==> config.mk <==
export PLATFORM = sky130hd
export DESIGN_NAME = pipe_stage_reg
export DESIGN_NICKNAME = d
export VERILOG_FILES = /design/src/rtl/pipe_stage_reg.sv
export SDC_FILE = /design/constraint.sdc
export NUM_CORES = 1
export LEC_CHECK = 0
export BUFFER_PORTS_ARGS = -buffer_cell sky130_fd_sc_hd__buf_2
export CORE_ASPECT_RATIO = 1.4
export CORE_UTILIZATION = 40
export DETAILED_ROUTE_END_ITERATION = 16
export PLACE_DENSITY = 0.62
export SLEW_MARGIN = 20
export SYNTH_ARGS = -nofsm -noshare
export SYNTH_HDL_FRONTEND = slang
export SYNTH_SLANG_ARGS = --single-unit
==> constraint.sdc <==
create_clock -name clk -period 2.2 [get_ports clk]
set_input_delay 0.22 -clock clk [delete_from_list [all_inputs] [get_ports clk]]
set_output_delay 0.22 -clock clk [all_outputs]
set_load 0.01 [all_outputs]
==> src/rtl/pipe_stage_reg.sv <==
// Elastic valid/ready pipeline stage register.
// Optional 2-entry skid mode; saturating stall counter.
module pipe_stage_reg #(
  parameter int WIDTH = 32,
  parameter bit SKID  = 1'b1,
  parameter int CNT_W = 16
) (
  input  logic             clk,
  input  logic             rst,
  input  logic             flush,
  input  logic             in_valid,
  output logic             in_ready,
  input  logic [WIDTH-1:0] in_data,
  output logic             out_valid,
  input  logic             out_ready,
  output logic [WIDTH-1:0] out_data,
  output logic [1:0]       occupancy,
  output logic [CNT_W-1:0] stall_cycles
);

  typedef enum logic [1:0] {
    EMPTY = 2'd0,
    ONE   = 2'd1,
    FULL  = 2'd2
  } state_t;

  localparam logic [CNT_W-1:0] CNT_MAX = '1;

  state_t           state_q;
  state_t           state_d;
  logic [WIDTH-1:0] main_q;
  logic [WIDTH-1:0] main_d;
  logic [WIDTH-1:0] skid_q;
  logic [WIDTH-1:0] skid_d;
  logic [CNT_W-1:0] cnt_q;
  logic             in_fire;
  logic             out_fire;

  assign out_valid    = (state_q != EMPTY);
  assign out_data     = main_q;
  assign occupancy    = state_q;
  assign stall_cycles = cnt_q;

  // Skid mode keeps in_ready off the out_ready path.
  generate
    if (SKID) begin : g_skid
      assign in_ready = (state_q != FULL);
    end else begin : g_single
      assign in_ready = !out_valid || out_ready;
    end
  endgenerate

  assign in_fire  = in_valid && in_ready;
  assign out_fire = out_valid && out_ready;

  always_comb begin
    state_d = state_q;
    main_d  = main_q;
    skid_d  = skid_q;
    unique case (state_q)
      EMPTY: begin
        if (in_fire) begin
          main_d  = in_data;
          state_d = ONE;
        end
      end
      ONE: begin
        if (in_fire && out_fire) begin
          main_d = in_data;
        end else if (in_fire) begin
          skid_d  = in_data;
          state_d = FULL;
        end else if (out_fire) begin
          state_d = EMPTY;
        end
      end
      FULL: begin
        if (out_fire) begin
          main_d  = skid_q;
          state_d = ONE;
        end
      end
      default: state_d = EMPTY;
    endcase
    // Flush only drops validity; data regs keep known values.
    if (flush) begin
      state_d = EMPTY;
    end
  end

  always_ff @(posedge clk) begin
    if (rst) begin
      state_q <= EMPTY;
      main_q  <= '0;
      skid_q  <= '0;
      cnt_q   <= '0;
    end else begin
      state_q <= state_d;
      main_q  <= main_d;
      skid_q  <= skid_d;
      if (out_valid && !out_ready && (cnt_q != CNT_MAX)) begin
        cnt_q <= cnt_q + 1'b1;
      end
    end
  end

endmodule
==> run summary, run 1 <==
outcome - finished, final reports clean
post-CTS setup buffer count - 0
syn avg cell area - 8.85 um2
Tot Pwr - 3.38 mW
area of the die - 9150 um2
routed len/inst - 13.8 um
nets - 513
worst path required time - 1980 ps
share of total power in the clock network - 0.436
Post-DP Area - 4060 um2
CTS root buf - clkbuf_16
Final Setup Violations - 0
Area contributors post-synth - dfxtp_1 47%, mux2i_1 9.4%, nand2_1 7.4%, a211oi_1 7.1%, a21oi_1 6.3%
leakage - 1.93 nW
RSZ-0062 raised after global routing - no
FF/Latch Area - 1640 um2
vias in the first global route - 2,835
Fin Hold WS - 63.3 ps
fin crit period - 1900 ps
num rows - 40
Slew Limit Fails - 0
register area share after synthesis - 0.468
Initial Util - 0.410
pre-CTS setup slack - 332 ps
initial DRC count - 91
1st-pass router iterations - 4
Critical Path Fanout Max - 26
sw power - 817 uW
Worst slew margin - 0.605
first-pass GRT wire length - 13,200 um
Yosys cell types - 41
number of buffers added on ports - 88
final setup TNS - 0 ps
critical path capture point type - primary output
critical path class - flop to primary output
cell count after placement - 569
final worst path period share - 0.863
via count - 3,096
width of the die - 81.1 um
sequential share of power - 0.468
fin cells - 585
GR Overflow Total - 0
Least-Margin Pin Slew - 592 ps
cell count after synthesis - 396
Max Freq - 527 MHz
# hold bufs at CTS - 0
HP Class - input pin to flop
Area Overhead vs Synth - 24.1%
FILL cells - 830
post-route ant nets - 0
core area - 8560 um2
clock skew - 7.04 ps
syn_nets - 434
area of the multi-input gates - 1710 um2
worst setup margin - 302 ps
# clock sinks - 82
commonest non-fill, non-tap cells in the layout - 88 x buf_2, 82 x dfxtp_1, 69 x nand2_1
critical path arrival - 1680 ps
Synth Flop Type - dfxtp_1
worst skew pair latency - 330 ps
Async S/R FF share, synth - 0
most common cell after layout, fill and taps aside - buf_2
I/O pin count - 89
CTS resizes - 0
CTS Buf Count - 9
CTS clk-pin slew, worst paths - 60 ps
final hold vios - 0
largest net degree at the start of global routing - 65
dpl hpwl - 5420 um
drt total wl - 8060 um
synth warn - 0
GR Util All Layers - 0.187
synthesized area - 3510 um2
CTS tree - built
power share of the combinational group - 0.095
Die Height - 113 um
drt via density - 5.29
Clock H-tree levels - 3
sw frac - 0.242
initial antenna violation count - 0
number of synthesized register bits - 82
GP Congestion - 0.796
n_diodes - 0
Core Util, Final - 0.508
Pint - 2.56 mW
fraction of layout cells with a size suffix above 1 - 0.269
startpoint types - flop
final instance area - 4350 um2
Max Cap Viol - 0
area leader, netlist - dfxtp_1
post-synth top area share - 0.468
maximum vdd drop - 484 uV
DRC violations left - 0
Longest Clk Path Bufs - 2
EDFF count, synth - 0
pwr dens - 777 nW/um2
-- sequential cells by signal, summed over array words and instances (netlist names) --
signal	cells
out_data	32
stall_cycles	16
occupancy	2
skid_q	32
-- layer usage --
metal,global-route usage,wire length [um]
met5,0,0
met4,0.0857,136
met3,0.0532,473
met2,0.314,3950
met1,0.216,3490
-- cell type report --
class	count	share of cell area
multi-input combinational	282	0.393
sequential	82	0.377
timing repair buffer	98	0.130
clock buffer	9	0.0518
tap	105	0.0302
clock inverter	7	0.0158
inverter	2	0.00173
-- logic make-up after synthesis --
group | share of synthesized area
fa+ha+maj | 0.00357
xor+xnor | 0.00250
flops | 0.468
compound gates | 0.177
simple gates | 0.194
buf+inv | 0.0482
mux | 0.107
-- critical path, cell delays in order (launching register included) --
cell and delay (ps):
dfxtp_1 370, buf_4 190, nand2b_2 330, buf_12 260, buf_2 170
-- worst paths after layout --
path	from	to	slack (ps)	depth (start not counted)
worst max-delay path	occupancy[0]	in_ready	300	4
worst min register to register	skid_q[29]	skid_q[29]	450	2
worst min-delay path	flush	occupancy[0]	60	2
worst max register to register	stall_cycles[5]	stall_cycles[15]	330	4
-- synthesized netlist by cell type (all sizes together), types with 5 or more instances --
cell type	instances
a211oi	33
a21oi	44
buf	9
clkbuf	20
dfxtp	82
mux2i	33
nand2	69
nand3	5
nand4	6
nor2	38
nor2b	5
o31ai	7
or3	5
or4	6
-- power by group through the flow --
| stage | Clock, mW | Combinational [mW] | Sequential, mW |
|---|---|---|---|
| 3_3_place_gp | 0 | 0.320 | 1.61 |
| 6_report | 1.48 | 0.322 | 1.58 |
| 5_1_grt | 1.58 | 0.358 | 1.59 |
| 2_1_floorplan | 0 | 0.162 | 1.64 |
| 3_5_place_dp | 0 | 0.327 | 1.62 |
| 4_1_cts | 1.51 | 0.327 | 1.58 |
No activity file was read; power rests on OpenSTA's default activity.
==> inputs of run 2 (changes only) <==
- CORE_UTILIZATION: 40 -> 30
- PLACE_DENSITY: 0.62 -> 0.49
==> run 2 against run 1 <==
Effect of this change: clock power is 14% lower; critical path type is now flop to flop; clock-buffer cell count is 3 higher; via count is 2.0% lower; critical endpoint is now stall_cycles[13]; worst setup slack worse by 110 ps; largest cell class unchanged; highest routed layer unchanged; power is 5.4% lower; cell area hardly changed; largest power group unchanged; critical path depth stayed put.
==> run summary, run 2 (synthesis gave the netlist of run 1 again) <==
outcome - finished, final reports clean (unchanged)
sw power - 760 uW (was 817 uW)
pwr dens - 736 nW/um2 (was 777 nW/um2)
Max Cap Viol - 0 (unchanged)
Initial Util - 0.309 (was 0.410)
most common cell after layout, fill and taps aside - buf_2 (unchanged)
crit-path max cell delay - 530 ps (was 370 ps)
initial DRC count - 63 (was 91)
HP Class - input pin to flop (unchanged)
Worst path slowest cell - a2111oi_0 (was dfxtp_1)
sequential share of power - 0.495 (was 0.468)
Tot Pwr - 3.20 mW (was 3.38 mW)
sw frac - 0.238 (was 0.242)
Max Freq - 499 MHz (was 527 MHz)
Longest Clk Path Bufs - 2 (unchanged)
vias in the first global route - 2,834 (was 2,835)
DRC violations left - 0 (unchanged)
core area - 11,300 um2 (was 8560 um2)
wire length on met2 - 4220 um (was 3950 um)
worst skew pair latency - 330 ps (about the same)
CTS root buf - clkbuf_16 (unchanged)
final hold vios - 0 (unchanged)
# clock sinks - 82 (unchanged)
width of the die - 93.4 um (was 81.1 um)
critical path arrival - 2220 ps (was 1680 ps)
fin crit period - 2010 ps (was 1900 ps)
num rows - 46 (was 40)
CTS resizes - 0 (unchanged)
Worst slew margin - 0.589 (was 0.605)
area of the die - 12,100 um2 (was 9150 um2)
worst path required time - 2420 ps (was 1980 ps)
startpoint types - flop (unchanged)
CTS tree - built (unchanged)
Slew Limit Fails - 0 (unchanged)
number of buffers added on ports - 88 (unchanged)
maximum vdd drop - 315 uV (was 484 uV)
Pint - 2.44 mW (was 2.56 mW)
CTS Buf Count - 9 (unchanged)
post-CTS setup buffer count - 0 (unchanged)
Die Height - 130 um (was 113 um)
power share of the combinational group - 0.103 (was 0.095)
drt via density - 4.89 (was 5.29)
RSZ-0062 raised after global routing - no (unchanged)
Fin Hold WS - 78.4 ps (was 63.3 ps)
Final Setup Violations - 0 (unchanged)
worst path bufs/invs - 0 (was 3)
I/O pin count - 89 (unchanged)
drt total wl - 8530 um (was 8060 um)
final setup TNS - 0 ps (unchanged)
crit-path cells - o21bai_4 > or2_2 > a2111oi_0 > mux2_2 (was buf_4 > nand2b_2 > buf_12 > buf_2)
first-pass GRT wire length - 14,200 um (was 13,200 um)
dpl hpwl - 5860 um (was 5420 um)
highest metal used - met4 (unchanged)
critical path capture point type - flop (was primary output)
n_diodes - 0 (unchanged)
Area Overhead vs Synth - 24.0% (was 24.1%)
leakage - 1.91 nW (was 1.93 nW)
Core Util, Final - 0.383 (was 0.508)
Least-Margin Pin Slew - 607 ps (was 592 ps)
share of total power in the clock network - 0.402 (was 0.436)
initial antenna violation count - 0 (unchanged)
post-route ant nets - 0 (unchanged)
via count - 3,034 (was 3,096)
Critical Path Fanout Max - 9 (was 26)
CTS clk-pin slew, worst paths - 60 ps (about the same)
M1 WL - 3810 um (was 3490 um)
Worst path top cell family by delay - compound AO/OA/AOI/OAI gates (was buffers and inverters)
met3 routed WL - 337 um (was 473 um)
GR Util All Layers - 0.150 (was 0.187)
final worst path period share - 0.912 (was 0.863)
largest net degree at the start of global routing - 43 (was 65)
commonest non-fill, non-tap cells in the layout - 88 x buf_2, 82 x dfxtp_1, 69 x nand2_1 (unchanged)
GP Congestion - 0.752 (was 0.796)
nets - 513 (unchanged)
routed len/inst - 13.7 um (was 13.8 um)
GR Overflow Total - 0 (unchanged)
fraction of layout cells with a size suffix above 1 - 0.258 (was 0.269)
1st-pass router iterations - 5 (was 4)
Clock H-tree levels - 3 (unchanged)
# hold bufs at CTS - 0 (unchanged)
clock skew - 4.70 ps (was 7.04 ps)
critical path class - flop to flop (was flop to primary output)
==> run 2: cell types whose count changed in the layout (fill, tap and decap cells not counted) <==
| cell | previous run | this run |
|---|---|---|
| bufinv_16 | 1 | 0 |
| clkbuf_1 | 0 | 3 |
| clkinv_2 | 3 | 1 |
| clkinvlp_4 | 2 | 0 |
| inv_6 | 1 | 0 |
==> run 2: metal layers <==
layer,vias to the layer above,global-route usage
li1,1564,-
met1,1390,0.183
met2,69,0.254
met3,11,0.0338
met4,0,0.0615
met5,-,0
==> run 2: final timing paths <==
check                endpoint  depth (start not counted)         start  slack (ps)
min              occupancy[0]                          2         flush          80
min reg2reg        skid_q[23]                          2    skid_q[23]         450
max          stall_cycles[13]                          4  occupancy[1]         190
max reg2reg  stall_cycles[13]                          4  occupancy[1]         190
==> run 2: layout make-up <==
cell class / count / area (um2)
clock inverter: 1 / 5.00
fill: 1164 / 6990
sequential: 82 / 1640
inverter: 2 / 7.51
timing repair buffer: 98 / 566
tap: 144 / 180
multi-input combinational: 282 / 1710
clock buffer: 12 / 236
==> run 2: power groups by stage <==
stage / Clock [mW] / Sequential [mW] / Combinational [mW]
3_5_place_dp: 0 / 1.62 / 0.338
4_1_cts: 1.34 / 1.58 / 0.339
2_1_floorplan: 0 / 1.64 / 0.162
6_report: 1.28 / 1.58 / 0.331
3_3_place_gp: 0 / 1.62 / 0.334
5_1_grt: 1.40 / 1.59 / 0.374
==> run 2: per-stage QoR <==
step	cells	instance area, um2	setup slack (ps)
final	621	4350	194
after global routing	621	4350	95.3
after CTS	621	4350	272
after detailed placement	608	4110	274
after global placement	608	4110	327
after floorplan	396	3510	337
